<file path="src/rtl/signal_maker_pkg.sv">
// Shared types and constants for the serial signal maker.
package signal_maker_pkg;

  typedef enum logic {
    SM_IDLE  = 1'b0,
    SM_SHIFT = 1'b1
  } sm_state_t;

  localparam logic SM_MSB_FIRST = 1'b0;
  localparam logic SM_LSB_FIRST = 1'b1;

endpackage

</file>
<file path="src/rtl/sm_shift_reg.sv">
// Parallel-load shift register; next_bit is the bit that becomes the
// outgoing bit after one more shift in the selected direction.
module sm_shift_reg
  import signal_maker_pkg::*;
#(
  parameter int WIDTH = 6
) (
  input  logic             clk,
  input  logic             rst,
  input  logic             load,
  input  logic [WIDTH-1:0] load_val,
  input  logic             shift,
  input  logic             order,
  output logic             next_bit
);

  logic [WIDTH-1:0] sr;

  always_ff @(posedge clk or posedge rst) begin
    if (rst) begin
      sr <= '0;
    end else if (load) begin
      sr <= load_val;
    end else if (shift) begin
      if (order == SM_LSB_FIRST) sr <= {1'b0, sr[WIDTH-1:1]};
      else                       sr <= {sr[WIDTH-2:0], 1'b0};
    end
  end

  assign next_bit = (order == SM_LSB_FIRST) ? sr[1] : sr[WIDTH-2];

endmodule

</file>
<file path="src/rtl/signal_maker_ser.sv">
// Serial pattern generator: shifts a captured WIDTH-bit word out one bit per
// clock, replays it rep+1 times back-to-back, with a graceful stop.
module signal_maker_ser
  import signal_maker_pkg::*;
#(
  parameter  int WIDTH = 6,
  parameter  int REP_W = 4,
  localparam int CNT_W = $clog2(WIDTH)
) (
  input  logic             clk,
  input  logic             rst,
  input  logic             load,
  input  logic [WIDTH-1:0] din,
  input  logic             lsb_first,
  input  logic [REP_W-1:0] rep,
  input  logic             stop,
  output logic             dout,
  output logic             dout_valid,
  output logic             busy,
  output logic             done
);

  sm_state_t        state, next_state;
  logic [CNT_W-1:0] bit_cnt;
  logic [REP_W-1:0] frame_cnt;
  logic [WIDTH-1:0] shadow;
  logic             order_lsb;
  logic             stop_pend;

  logic accept, advance, reload, finish;
  logic last_bit;
  logic sr_next_bit;
  logic din_first, shadow_first;

  assign last_bit     = (bit_cnt == CNT_W'(WIDTH - 1));
  assign din_first    = (lsb_first == SM_LSB_FIRST) ? din[0] : din[WIDTH-1];
  assign shadow_first = (order_lsb == SM_LSB_FIRST) ? shadow[0] : shadow[WIDTH-1];

  always_ff @(posedge clk or posedge rst) begin
    if (rst) state <= SM_IDLE;
    else     state <= next_state;
  end

  always_comb begin
    next_state = state;
    accept     = 1'b0;
    advance    = 1'b0;
    reload     = 1'b0;
    finish     = 1'b0;
    case (state)
      SM_IDLE: begin
        if (load) begin
          accept     = 1'b1;
          next_state = SM_SHIFT;
        end
      end
      SM_SHIFT: begin
        if (!last_bit) begin
          advance = 1'b1;
        end else if ((frame_cnt != '0) && !stop_pend) begin
          reload = 1'b1;
        end else begin
          finish     = 1'b1;
          next_state = SM_IDLE;
        end
      end
      default: next_state = SM_IDLE;
    endcase
  end

  // dout is registered alongside the shift register: it always holds the bit
  // presented this cycle, while the shift register looks one bit ahead.
  always_ff @(posedge clk or posedge rst) begin
    if (rst) begin
      bit_cnt   <= '0;
      frame_cnt <= '0;
      shadow    <= '0;
      order_lsb <= SM_MSB_FIRST;
      stop_pend <= 1'b0;
      dout      <= 1'b0;
      done      <= 1'b0;
    end else begin
      done <= finish;
      if (state == SM_SHIFT && stop) stop_pend <= 1'b1;
      if (accept) begin
        shadow    <= din;
        order_lsb <= lsb_first;
        frame_cnt <= rep;
        bit_cnt   <= '0;
        stop_pend <= 1'b0;
        dout      <= din_first;
      end else if (advance) begin
        bit_cnt <= bit_cnt + CNT_W'(1);
        dout    <= sr_next_bit;
      end else if (reload) begin
        frame_cnt <= frame_cnt - REP_W'(1);
        bit_cnt   <= '0;
        dout      <= shadow_first;
      end else if (finish) begin
        bit_cnt   <= '0;
        stop_pend <= 1'b0;
        dout      <= 1'b0;
      end
    end
  end

  sm_shift_reg #(.WIDTH(WIDTH)) u_shift (
    .clk      (clk),
    .rst      (rst),
    .load     (accept | reload),
    .load_val (accept ? din : shadow),
    .shift    (advance),
    .order    (order_lsb),
    .next_bit (sr_next_bit)
  );

  assign busy       = (state == SM_SHIFT);
  assign dout_valid = (state == SM_SHIFT);

endmodule

</file>
<file path="config.mk">
export PLATFORM = sky130hd
export DESIGN_NAME = signal_maker_ser
export DESIGN_NICKNAME = d
export VERILOG_FILES = /design/src/rtl/signal_maker_pkg.sv /design/src/rtl/sm_shift_reg.sv /design/src/rtl/signal_maker_ser.sv
export SDC_FILE = /design/constraint.sdc
export NUM_CORES = 1
export LEC_CHECK = 0
export CORE_MARGIN = 2
export CORE_UTILIZATION = 45
export DETAILED_ROUTE_END_ITERATION = 7
export PLACE_DENSITY_LB_ADDON = 0.3
export SKIP_CTS_REPAIR_TIMING = 1
export SLEW_MARGIN = 20
export SYNTH_ARGS = -nofsm -noshare
export SYNTH_HDL_FRONTEND = slang
export SYNTH_SLANG_ARGS = --single-unit
export TNS_END_PERCENT = 20
</file>
<file path="constraint.sdc">
create_clock -name clk -period 4.6 [get_ports clk]
set_clock_uncertainty 0.2 [all_clocks]
set_input_delay 1.38 -clock clk [delete_from_list [all_inputs] [get_ports clk]]
set_output_delay 1.38 -clock clk [all_outputs]
set_load 0.1 [all_outputs]
</file>
==> results of run 1 <==
layout make-up:
class | instances | area [sq um] | area share (%)
timing repair buffer | 18 | 175 | 11.1
inverter | 5 | 18.8 | 1.18
clock inverter | 1 | 30.0 | 1.90
sequential | 24 | 601 | 37.9
clock buffer | 3 | 22.5 | 1.42
multi-input combinational | 92 | 696 | 43.9
tap | 33 | 41.3 | 2.61
worst max path at each step:
stage,startpoint,endpoint,slack [ns],cells after the start
6_report,dout,dout,1.22,1
5_1_grt,dout,dout,1.18,1
4_1_cts,dout,dout,1.20,1
3_5_place_dp,load,u_shift.sr[4],1.05,5
3_3_place_gp,load,u_shift.sr[4],1.11,5
2_1_floorplan,busy,dout_valid,1.52,1
cell usage in the layout (no fill, tap or decap), drive strengths merged, types with 3 or more instances in the layout:
cell / n
nor4b: 3
o21ai: 9
dfrtp: 24
clkbuf: 3
o31ai: 5
xnor2: 3
nor2b: 3
nand3: 3
mux2: 10
ha: 3
nand2: 24
inv: 5
o21ba: 4
nor3: 6
clkdlybuf4s50: 16
nor2: 4
layer usage:
metal	track usage, %	vias up
li1	-	475
met1	19.9	472
met2	27.9	17
met3	1.97	6
met4	6.82	0
met5	0	-
logic make-up after synthesis:
family | after synthesis
adders and majority gates | 3
AOI/OAI and AO/OA | 23
buffers and inverters | 13
and+or+nand+nor | 51
muxes | 12
DFF | 24
xor gates and xnor gates | 3
state kept, by name (all words and copies together), names as in the netlist:
signal,count
busy,1
bit_cnt,3
stop_pend,1
frame_cnt,4
dout,1
shadow,6
order_lsb,1
u_shift.sr,6
done,1
report_power, final:
part           internal, mW  switching, mW  total (mW)  leakage (nW)
Clock                0.0881         0.0657       0.154        0.0279
Combinational         0.214          0.255       0.468         0.371
Sequential            0.303         0.0909       0.394         0.294
Total                 0.605          0.411        1.02         0.694
stage by stage:
stage	cells	area, sq um	setup slack, ns	utilization, %	hold WS (ns)
finish	176	1580	1.22	53.2	0.309
CTS	176	1580	1.20	53.2	0.316
global route	176	1580	1.18	53.2	0.333
global placement	172	1530	1.11	51.4	0.272
detailed placement	172	1530	1.05	51.4	0.280
floorplan	129	1370	1.52	-	0.254
==> report_table.html, run 1 <==
<table>
<tr><th>Metric</th><th>Value</th></tr>
<tr><th colspan="2">Worst setup path</th></tr>
<tr><td>Max incr delay on CP</td><td>1.13 ns</td></tr>
<tr><td>FF-to-FF path depth</td><td>4</td></tr>
<tr><td>Worst-path fanout max</td><td>2</td></tr>
<tr><td>Cell-by-cell listing of the critical path</td><td>clkdlybuf4s50_1</td></tr>
<tr><td>Arr. time, crit path</td><td>1.80 ns</td></tr>
<tr><td>Critical Path Source Type</td><td>flop</td></tr>
<tr><td>Worst path bufs/invs</td><td>1</td></tr>
<tr><td>Worst-case register-to-register setup slack</td><td>2.39 ns</td></tr>
<tr><td>Type of the setup path with the least slack</td><td>reg2out</td></tr>
<tr><td>Crit path max-delay cell type</td><td>sky130_fd_sc_hd__clkdlybuf4s50_1</td></tr>
<tr><td>Required time of the worst setup path</td><td>3.02 ns</td></tr>
<tr><td>Worst r2r src</td><td>busy</td></tr>
<tr><td>R2R Path End</td><td>frame_cnt[1]</td></tr>
<tr><td>Capturing element type of the critical path</td><td>output pin</td></tr>
<tr><td>Cell family with most CP delay</td><td>buffers and inverters</td></tr>
<tr><th colspan="2">Die</th></tr>
<tr><td>Die Area</td><td>3500 sq um</td></tr>
<tr><td>Total core area</td><td>2980 sq um</td></tr>
<tr><td>I/O pins</td><td>19</td></tr>
<tr><td>Floorplan die width</td><td>59.2 um</td></tr>
<tr><td>Die Span Y</td><td>59.2 um</td></tr>
<tr><td>Effective utilization at floorplan</td><td>46.0%</td></tr>
<tr><td>Number of placement rows</td><td>20</td></tr>
<tr><th colspan="2">GRT</th></tr>
<tr><td>Antenna violations before repair</td><td>0</td></tr>
<tr><td>Largest net degree at the start of global routing</td><td>25</td></tr>
<tr><td>Total overflow reported by the global router</td><td>0</td></tr>
<tr><td>First-pass GRT wire length</td><td>4240 um</td></tr>
<tr><td>Via count of the first global-routing pass</td><td>974</td></tr>
<tr><td>Overall track demand over capacity in global routing</td><td>16.0%</td></tr>
<tr><th colspan="2">Synth</th></tr>
<tr><td>Netlist area before placement</td><td>1370 sq um</td></tr>
<tr><td>Biggest area consumer among synthesized cells</td><td>sky130_fd_sc_hd__dfrtp_1</td></tr>
<tr><td>Proportion of register bits with asynchronous set or reset after synthesis</td><td>100%</td></tr>
<tr><td>Post-synthesis share of cell area spent on full adders, half adders and majority gates</td><td>2.74%</td></tr>
<tr><td>Dominant combinational cell family by area after synthesis</td><td>simple AND/OR/NAND/NOR gates</td></tr>
<tr><td>Main flop type after synthesis</td><td>sky130_fd_sc_hd__dfrtp_1</td></tr>
<tr><td>Portion of synthesized cell area occupied by the leading cell type</td><td>43.9%</td></tr>
<tr><td>Mean cell area of the mapped netlist</td><td>10.6 sq um</td></tr>
<tr><td>Mux share of post-synthesis cell area</td><td>10.5%</td></tr>
<tr><td>Simple-gate area share of the yosys netlist</td><td>22.2%</td></tr>
<tr><td>Post-synthesis compound-gate area fraction</td><td>13.4%</td></tr>
<tr><td>Syn Inst Count</td><td>129</td></tr>
<tr><td>Most frequent cells after synthesis</td><td>sky130_fd_sc_hd__dfrtp_1, sky130_fd_sc_hd__nand2_1, sky130_fd_sc_hd__mux2_2, sky130_fd_sc_hd__o21ai_0</td></tr>
<tr><td>Xor/xnor share of the synthesized area</td><td>1.92%</td></tr>
<tr><td>Sequential-to-total area share from yosys stat</td><td>43.9%</td></tr>
<tr><td>Yosys reg bits</td><td>24</td></tr>
<tr><td>Post-synth EDFFs</td><td>0</td></tr>
<tr><td>Warnings from Yosys</td><td>0</td></tr>
<tr><td>Cell types with the largest area share after synthesis</td><td>sky130_fd_sc_hd__dfrtp_1, sky130_fd_sc_hd__nand2_1, sky130_fd_sc_hd__mux2_2, sky130_fd_sc_hd__o31ai_2, sky130_fd_sc_hd__mux2_4</td></tr>
<tr><td>Yosys cell types</td><td>38</td></tr>
<tr><td>Mapped Nets</td><td>147</td></tr>
<tr><th colspan="2">Clock tree</th></tr>
<tr><td>Buffer cell driving the clock tree root</td><td>sky130_fd_sc_hd__clkbuf_4</td></tr>
<tr><td>Clk sinks</td><td>24</td></tr>
<tr><td>CTS tree</td><td>yes</td></tr>
<tr><td>Maximum number of buffers from clock root to sink</td><td>2</td></tr>
<tr><td>Clock latency of the later-clocked register in the worst-skew pair</td><td>0.32 ns</td></tr>
<tr><td>Number of buffers created by CTS</td><td>3</td></tr>
<tr><td>Clock H-tree levels</td><td>1</td></tr>
<tr><td>Post-CTS clock slew at the launch and capture registers of the worst setup and hold paths</td><td>0.13 ns</td></tr>
<tr><th colspan="2">Timing</th></tr>
<tr><td>Fin crit period</td><td>3.38 ns</td></tr>
<tr><td>Relative slew slack</td><td>35.7%</td></tr>
<tr><td>Worst-Margin Slew</td><td>0.961 ns</td></tr>
<tr><td>Number of hold-slack violations in the final timing report</td><td>0</td></tr>
<tr><td>Unrepaired setup endpoints after global routing</td><td>false</td></tr>
<tr><td>Summed negative setup slack over all endpoints</td><td>0 ns</td></tr>
<tr><td>Peak Freq</td><td>0.296 GHz</td></tr>
<tr><td>Max-slew violation total from the final report</td><td>0</td></tr>
<tr><td>Part of the cycle the worst path needs</td><td>73.5%</td></tr>
<tr><td>Endpoints failing setup</td><td>0</td></tr>
<tr><th colspan="2">Pwr</th></tr>
<tr><td>Peak VDD IR</td><td>0.291 mV</td></tr>
<tr><td>Static Leakage</td><td>0.694 nW</td></tr>
<tr><td>Power per cell area</td><td>641 nW/um^2</td></tr>
<tr><td>Total power draw</td><td>1.02 mW</td></tr>
<tr><th colspan="2">Run status</th></tr>
<tr><td>Result of the run</td><td>finished, final reports clean</td></tr>
<tr><th colspan="2">Route</th></tr>
<tr><td>Uppermost layer routed</td><td>met4</td></tr>
<tr><td>Final ANT Viol Nets</td><td>0</td></tr>
<tr><td>Via Count</td><td>970</td></tr>
<tr><td>WL met2</td><td>1170 um</td></tr>
<tr><td>Number of iterations in the first detailed-routing pass</td><td>4</td></tr>
<tr><td>First-iteration detailed-routing DRC count</td><td>11</td></tr>
<tr><td>Met1 layer wirelength in the final routing</td><td>1130 um</td></tr>
<tr><td>Vias per cell</td><td>5.51</td></tr>
<tr><td>Final routed wire length divided by cell count</td><td>13.9 um</td></tr>
<tr><td>Met3 Wirelength</td><td>80 um</td></tr>
<tr><td>Total Wirelength</td><td>2440 um</td></tr>
<tr><td>DRC Markers</td><td>0</td></tr>
<tr><th colspan="2">Worst hold path</th></tr>
<tr><td>Hold Path Cell Cnt</td><td>1</td></tr>
<tr><td>Start point of the worst min-delay path</td><td>shadow[4]</td></tr>
<tr><td>Worst min path class</td><td>reg2reg</td></tr>
<tr><td>End of the worst hold path</td><td>shadow[4]</td></tr>
<tr><th colspan="2">Placed design</th></tr>
<tr><td>Port buffer count</td><td>18</td></tr>
<tr><td>Final weighted congestion of routability-driven global placement</td><td>0.755</td></tr>
<tr><td>Detailed Place HPWL</td><td>1750 um</td></tr>
<tr><th colspan="2">Cells and area</th></tr>
<tr><td>Diode insertion count for antenna repair</td><td>0</td></tr>
<tr><td>Number of filler instances in the final layout</td><td>282</td></tr>
<tr><td>Number of nets in the layout</td><td>162</td></tr>
<tr><td>Area Overhead vs Synth</td><td>15.7%</td></tr>
<tr><td>Share of cells above drive strength 1</td><td>20.3%</td></tr>
<tr><th colspan="2">Flow run</th></tr>
<tr><td>Max-capacitance violation count</td><td>0</td></tr>
</table>
(Power assumes the default switching activity.)
==> run 2, diff against run 1 <==
- clock period: 4.6 -> 3.4 ns (I/O delays scaled with it)
==> report_table.html, run 2 (synthesis results as in run 1) <==
<table>
<tr><th>Metric</th><th>Value</th></tr>
<tr><th colspan="2">Route</th></tr>
<tr><td>DRC Markers</td><td>0</td></tr>
<tr><td>Vias per cell</td><td>5.47</td></tr>
<tr><td>Final routed wire length divided by cell count</td><td>14.8 um</td></tr>
<tr><td>Number of iterations in the first detailed-routing pass</td><td>4</td></tr>
<tr><td>Final ANT Viol Nets</td><td>0</td></tr>
<tr><td>First-iteration detailed-routing DRC count</td><td>25</td></tr>
<tr><td>Via Count</td><td>974</td></tr>
<tr><td>Total Wirelength</td><td>2640 um</td></tr>
<tr><th colspan="2">GRT</th></tr>
<tr><td>Overall track demand over capacity in global routing</td><td>17.7%</td></tr>
<tr><td>Via count of the first global-routing pass</td><td>1042</td></tr>
<tr><td>Largest net degree at the start of global routing</td><td>25</td></tr>
<tr><td>First-pass GRT wire length</td><td>4630 um</td></tr>
<tr><td>Antenna violations before repair</td><td>0</td></tr>
<tr><td>Total overflow reported by the global router</td><td>0</td></tr>
<tr><th colspan="2">Flow run</th></tr>
<tr><td>Max-capacitance violation count</td><td>0</td></tr>
<tr><th colspan="2">Timing</th></tr>
<tr><td>Unrepaired setup endpoints after global routing</td><td>false</td></tr>
<tr><td>Fin crit period</td><td>2.71 ns</td></tr>
<tr><td>Endpoints failing setup</td><td>0</td></tr>
<tr><td>Smallest hold slack</td><td>0.316 ns</td></tr>
<tr><td>Number of hold-slack violations in the final timing report</td><td>0</td></tr>
<tr><td>Max-slew violation total from the final report</td><td>0</td></tr>
<tr><td>Summed negative setup slack over all endpoints</td><td>0 ns</td></tr>
<tr><td>Worst-Margin Slew</td><td>0.598 ns</td></tr>
<tr><td>Part of the cycle the worst path needs</td><td>79.7%</td></tr>
<tr><td>Relative slew slack</td><td>60.1%</td></tr>
<tr><td>Peak Freq</td><td>0.369 GHz</td></tr>
<tr><th colspan="2">Placed design</th></tr>
<tr><td>Port buffer count</td><td>18</td></tr>
<tr><td>Final weighted congestion of routability-driven global placement</td><td>0.814</td></tr>
<tr><td>Placed Cells incl. Taps</td><td>174</td></tr>
<tr><td>Detailed Place HPWL</td><td>1880 um</td></tr>
<tr><td>Area after DPL</td><td>1540 sq um</td></tr>
<tr><th colspan="2">Worst setup path</th></tr>
<tr><td>Crit path max-delay cell type</td><td>sky130_fd_sc_hd__clkdlybuf4s50_1</td></tr>
<tr><td>Capturing element type of the critical path</td><td>flop</td></tr>
<tr><td>Worst-path fanout max</td><td>11</td></tr>
<tr><td>Required time of the worst setup path</td><td>3.39 ns</td></tr>
<tr><td>Cell family with most CP delay</td><td>buffers and inverters</td></tr>
<tr><td>Type of the setup path with the least slack</td><td>in2reg</td></tr>
<tr><td>Worst path bufs/invs</td><td>1</td></tr>
<tr><td>Critical Path Source Type</td><td>primary input</td></tr>
<tr><td>Max incr delay on CP</td><td>0.60 ns</td></tr>
<tr><td>Arr. time, crit path</td><td>2.70 ns</td></tr>
<tr><td>Cell-by-cell listing of the critical path</td><td>clkdlybuf4s50_1 &gt; nor2b_4 &gt; mux2_2 &gt; o21ba_2 &gt; o31ai_2</td></tr>
<tr><th colspan="2">Pwr</th></tr>
<tr><td>Static Leakage</td><td>0.707 nW</td></tr>
<tr><td>Peak VDD IR</td><td>0.445 mV</td></tr>
<tr><td>Power per cell area</td><td>874 nW/um^2</td></tr>
<tr><th colspan="2">Worst hold path</th></tr>
<tr><td>Worst min path class</td><td>reg2reg</td></tr>
<tr><th colspan="2">Die</th></tr>
<tr><td>Floorplan die width</td><td>59.2 um</td></tr>
<tr><td>Die Area</td><td>3500 sq um</td></tr>
<tr><td>Die Span Y</td><td>59.2 um</td></tr>
<tr><td>Total core area</td><td>2980 sq um</td></tr>
<tr><td>Effective utilization at floorplan</td><td>46.0%</td></tr>
<tr><td>I/O pins</td><td>19</td></tr>
<tr><td>Number of placement rows</td><td>20</td></tr>
<tr><th colspan="2">Cells and area</th></tr>
<tr><td>Leading cell types in the layout, fill and taps excluded</td><td>sky130_fd_sc_hd__nand2_1, sky130_fd_sc_hd__dfrtp_1, sky130_fd_sc_hd__clkdlybuf4s50_1, sky130_fd_sc_hd__o21ai_0, sky130_fd_sc_hd__mux2_2</td></tr>
<tr><td>Share of cells above drive strength 1</td><td>22.8%</td></tr>
<tr><td>Area Overhead vs Synth</td><td>16.5%</td></tr>
<tr><td>Registers with the highest flip-flop counts</td><td>shadow: 6 flops, u_shift.sr: 6 flops, frame_cnt: 4 flops</td></tr>
<tr><td>Finished Core Util</td><td>53.5%</td></tr>
<tr><td>Diode insertion count for antenna repair</td><td>0</td></tr>
<tr><td>Number of nets in the layout</td><td>164</td></tr>
<tr><td>Non-filler cells, final</td><td>178</td></tr>
<tr><td>Post-route cell area</td><td>1590 sq um</td></tr>
<tr><th colspan="2">Clock tree</th></tr>
<tr><td>CTS tree</td><td>yes</td></tr>
<tr><td>Buffer cell driving the clock tree root</td><td>sky130_fd_sc_hd__clkbuf_4</td></tr>
<tr><td>Post-CTS clock slew at the launch and capture registers of the worst setup and hold paths</td><td>0.13 ns</td></tr>
<tr><td>Clock H-tree levels</td><td>1</td></tr>
<tr><td>Number of buffers created by CTS</td><td>3</td></tr>
<tr><td>Maximum number of buffers from clock root to sink</td><td>2</td></tr>
<tr><td>Clock latency of the later-clocked register in the worst-skew pair</td><td>0.33 ns</td></tr>
<tr><td>Clk sinks</td><td>24</td></tr>
<tr><th colspan="2">Run status</th></tr>
<tr><td>Result of the run</td><td>finished, final reports clean</td></tr>
</table>
run 2: cell types whose count changed in the layout (fill, tap and decap cells not counted):
cell / change
sky130_fd_sc_hd__buf_4: +4
sky130_fd_sc_hd__clkdlybuf4s50_1: -2
run 2: through the flow:
stage          setup WS (ns)  power, mW
2_1_floorplan          0.675       1.07
3_3_place_gp           0.391       1.16
3_5_place_dp           0.337       1.19
4_1_cts                0.682       1.41
5_1_grt                0.643       1.49
6_report               0.689       1.39
run 2: routing by layer:
metal  track usage [%]  wire [um]
met3              4.80        105
met4              4.22         17
met5                 0          0
met2              30.6       1350
met1              21.8       1160
run 2: final timing paths:
path / start / to / slack [ns] / cells past startpoint
max in group asynchronous: rst / shadow[1] / 1.93 / 3
worst min-delay path: shadow[2] / shadow[2] / 0.32 / 1
worst max register to register: frame_cnt[0] / u_shift.sr[1] / 1.22 / 6
worst max-delay path: load / u_shift.sr[4] / 0.69 / 5
min in group asynchronous: rst / bit_cnt[1] / 0.82 / 3
worst min register to register: shadow[2] / shadow[2] / 0.32 / 1
run 2: area by class of cell:
| type | instances | area [sq um] |
|---|---|---|
| multi-input combinational | 92 | 696 |
| inverter | 5 | 18.8 |
| fill | 269 | 1380 |
| sequential | 24 | 601 |
| tap | 33 | 41.3 |
| timing repair buffer | 20 | 185 |
| clock buffer | 3 | 22.5 |
| clock inverter | 1 | 30.0 |
run 2: power by group:
| part | total (mW) | leakage [nW] | internal, mW | switching, mW |
|---|---|---|---|---|
| Clock | 0.211 | 0.0279 | 0.119 | 0.0915 |
| Sequential | 0.534 | 0.294 | 0.410 | 0.124 |
| Combinational | 0.649 | 0.385 | 0.292 | 0.357 |
| Total | 1.39 | 0.707 | 0.821 | 0.573 |
==> run 3, diff against run 2 <==
- clock period: 3.4 -> 2.2 ns (I/O delays scaled with it)
==> report_table.html, run 3 (synthesis results as in run 1) <==
<table>
<tr><th>Metric</th><th>Value</th></tr>
<tr><th colspan="2">Cells and area</th></tr>
<tr><td>Registers with the highest flip-flop counts</td><td>shadow: 6 flops, u_shift.sr: 6 flops, frame_cnt: 4 flops</td></tr>
<tr><td>Leading cell types in the layout, fill and taps excluded</td><td>sky130_fd_sc_hd__nand2_1, sky130_fd_sc_hd__dfrtp_1, sky130_fd_sc_hd__clkdlybuf4s50_1, sky130_fd_sc_hd__buf_4</td></tr>
<tr><td>Area Overhead vs Synth</td><td>23.8%</td></tr>
<tr><td>Most frequent standard cell in the layout excluding fill and tap cells</td><td>sky130_fd_sc_hd__nand2_1</td></tr>
<tr><td>Share of cells above drive strength 1</td><td>27.0%</td></tr>
<tr><td>Area used by multi-input combinational logic</td><td>696 sq um</td></tr>
<tr><td>Diode insertion count for antenna repair</td><td>0</td></tr>
<tr><td>Number of nets in the layout</td><td>171</td></tr>
<tr><td>Register Area</td><td>602 sq um</td></tr>
<tr><td>Non-filler cells, final</td><td>185</td></tr>
<tr><td>Number of filler instances in the final layout</td><td>270</td></tr>
<tr><th colspan="2">Clock tree</th></tr>
<tr><td>Clock H-tree levels</td><td>1</td></tr>
<tr><td>Post-CTS clock slew at the launch and capture registers of the worst setup and hold paths</td><td>0.13 ns</td></tr>
<tr><td>Clk sinks</td><td>24</td></tr>
<tr><td>CTS tree</td><td>yes</td></tr>
<tr><td>Number of buffers created by CTS</td><td>3</td></tr>
<tr><td>Clock latency of the later-clocked register in the worst-skew pair</td><td>0.31 ns</td></tr>
<tr><td>Maximum number of buffers from clock root to sink</td><td>2</td></tr>
<tr><td>Buffer cell driving the clock tree root</td><td>sky130_fd_sc_hd__clkbuf_4</td></tr>
<tr><th colspan="2">Timing</th></tr>
<tr><td>Max-slew violation total from the final report</td><td>0</td></tr>
<tr><td>Unrepaired setup endpoints after global routing</td><td>false</td></tr>
<tr><td>Fin crit period</td><td>2.07 ns</td></tr>
<tr><td>Final worst setup slack</td><td>0.132 ns</td></tr>
<tr><td>Part of the cycle the worst path needs</td><td>94.0%</td></tr>
<tr><td>Endpoints failing setup</td><td>0</td></tr>
<tr><td>Worst-Margin Slew</td><td>0.552 ns</td></tr>
<tr><td>Relative slew slack</td><td>63.1%</td></tr>
<tr><td>Number of hold-slack violations in the final timing report</td><td>0</td></tr>
<tr><td>Peak Freq</td><td>0.484 GHz</td></tr>
<tr><th colspan="2">Placed design</th></tr>
<tr><td>Final weighted congestion of routability-driven global placement</td><td>0.770</td></tr>
<tr><td>Placed Cells incl. Taps</td><td>181</td></tr>
<tr><td>Detailed Place HPWL</td><td>1990 um</td></tr>
<tr><td>Placement Setup Slack</td><td>-0.223 ns</td></tr>
<tr><td>Port buffer count</td><td>18</td></tr>
<tr><th colspan="2">GRT</th></tr>
<tr><td>Global routing met2 resource utilization</td><td>31.6%</td></tr>
<tr><td>Overall track demand over capacity in global routing</td><td>18.1%</td></tr>
<tr><td>Met1 routing resource usage after global routing</td><td>22.2%</td></tr>
<tr><td>Most congested layer reported by global routing</td><td>met2</td></tr>
<tr><td>Via count of the first global-routing pass</td><td>1063</td></tr>
<tr><td>First-pass GRT wire length</td><td>4710 um</td></tr>
<tr><td>Antenna violations before repair</td><td>0</td></tr>
<tr><td>Total overflow reported by the global router</td><td>0</td></tr>
<tr><td>Largest net degree at the start of global routing</td><td>25</td></tr>
<tr><td>Met3 capacity usage during global routing</td><td>3.06%</td></tr>
<tr><th colspan="2">Pwr</th></tr>
<tr><td>Peak VDD IR</td><td>0.796 mV</td></tr>
<tr><td>Switching part of the total</td><td>40.9%</td></tr>
<tr><td>Fraction of power consumed by combinational cells</td><td>52.1%</td></tr>
<tr><td>Total internal power</td><td>1.31 mW</td></tr>
<tr><td>Power share of the sequential group</td><td>37.3%</td></tr>
<tr><td>Power per cell area</td><td>1300 nW/um^2</td></tr>
<tr><td>Sw power</td><td>904 uW</td></tr>
<tr><td>Clock power share</td><td>10.5%</td></tr>
<tr><td>Static Leakage</td><td>0.755 nW</td></tr>
<tr><th colspan="2">Die</th></tr>
<tr><td>Die Span Y</td><td>59.2 um</td></tr>
<tr><td>Die Area</td><td>3500 sq um</td></tr>
<tr><td>I/O pins</td><td>19</td></tr>
<tr><td>Total core area</td><td>2980 sq um</td></tr>
<tr><td>Number of placement rows</td><td>20</td></tr>
<tr><td>Effective utilization at floorplan</td><td>46.0%</td></tr>
<tr><td>Floorplan die width</td><td>59.2 um</td></tr>
<tr><th colspan="2">Route</th></tr>
<tr><td>Vias per cell</td><td>5.39</td></tr>
<tr><td>DRC Markers</td><td>0</td></tr>
<tr><td>Final routed wire length divided by cell count</td><td>14.5 um</td></tr>
<tr><td>Number of iterations in the first detailed-routing pass</td><td>4</td></tr>
<tr><td>Final ANT Viol Nets</td><td>0</td></tr>
<tr><td>First-iteration detailed-routing DRC count</td><td>37</td></tr>
<tr><td>Total Wirelength</td><td>2690 um</td></tr>
<tr><td>Via Count</td><td>997</td></tr>
<tr><th colspan="2">Worst setup path</th></tr>
<tr><td>Type of the setup path with the least slack</td><td>in2reg</td></tr>
<tr><td>Capturing element type of the critical path</td><td>flop</td></tr>
<tr><td>FF-to-FF path depth</td><td>6</td></tr>
<tr><td>R2R Path End</td><td>frame_cnt[1]</td></tr>
<tr><td>Critical Path Source Type</td><td>primary input</td></tr>
<tr><td>Worst r2r src</td><td>frame_cnt[0]</td></tr>
<tr><td>Worst-case register-to-register setup slack</td><td>0.19 ns</td></tr>
<tr><td>Worst-path fanout max</td><td>7</td></tr>
<tr><td>Required time of the worst setup path</td><td>2.21 ns</td></tr>
<tr><td>Arr. time, crit path</td><td>2.08 ns</td></tr>
<tr><th colspan="2">Worst hold path</th></tr>
<tr><td>End of the worst hold path</td><td>shadow[2]</td></tr>
<tr><td>Start point of the worst min-delay path</td><td>shadow[2]</td></tr>
<tr><td>Hold Path Cell Cnt</td><td>1</td></tr>
<tr><td>Worst min path class</td><td>reg2reg</td></tr>
<tr><th colspan="2">Flow run</th></tr>
<tr><td>Max-capacitance violation count</td><td>0</td></tr>
<tr><th colspan="2">Run status</th></tr>
<tr><td>Result of the run</td><td>finished, final reports clean</td></tr>
</table>
==> run 3: cell types whose count changed in the layout (fill, tap and decap cells not counted) <==
cell	before	now
sky130_fd_sc_hd__bufinv_16	1	0
sky130_fd_sc_hd__buf_12	0	5
sky130_fd_sc_hd__clkbuf_8	0	1
sky130_fd_sc_hd__dfrtp_1	24	23
sky130_fd_sc_hd__dfrtp_2	0	1
sky130_fd_sc_hd__buf_4	6	8
==> run 3: power groups by stage <==
stage	combinational, mW	sequential [mW]	clock, mW
after floorplan	0.766	0.885	0
after global placement	1.11	0.824	0
after detailed placement	1.16	0.835	0
after CTS	1.16	0.827	0.240
after global routing	1.26	0.859	0.258
final	1.15	0.825	0.233
==> run 3: layer usage <==
metal	routed length (um)	part of all wire, %
met2	1380	51
met5	0	0
met4	35	1.3
met3	101	3.8
met1	1180	44
==> run 3: final cells by class <==
| type | count | share of cell area [%] |
|---|---|---|
| flip-flops and latches | 24 | 35.5 |
| well taps | 33 | 2.44 |
| multi-input cells | 92 | 41.1 |
| clock buffers | 4 | 2.14 |
| inverters | 5 | 1.11 |
| repair buffers | 27 | 17.7 |
==> run 3: critical path, stage by stage <==
cell and delay (ns):
sky130_fd_sc_hd__clkdlybuf4s50_1 0.47, sky130_fd_sc_hd__nor2b_4 0.27, sky130_fd_sc_hd__mux2_2 0.37, sky130_fd_sc_hd__o21ba_2 0.24, sky130_fd_sc_hd__o31ai_2 0.06
==> run 3: metrics by stage <==
step                      total power [mW]  utilization (%)  hold slack [ns]  instance area (sq um)  TNS, ns
after detailed placement              1.99             55.7            0.282                   1660   -0.892
after global placement                1.94             55.7            0.272                   1660   -0.781
after floorplan                       1.65                -            0.254                   1370        0
after global routing                  2.37             56.9            0.319                   1690        0
after CTS                             2.23             56.9            0.314                   1690        0
final                                 2.21             56.9            0.311                   1690        0
==> run 3: worst max-delay path by stage <==
stage               startpoint            end  slack [ns]  cells past startpoint
floorplan                 busy     dout_valid        0.20                      1
global placement          load  u_shift.sr[4]       -0.19                      5
detailed placement        load  u_shift.sr[4]       -0.22                      5
CTS                       load  u_shift.sr[4]        0.13                      5
global route        bit_cnt[1]   frame_cnt[1]        0.04                      6
finish                    load  u_shift.sr[4]        0.13                      5
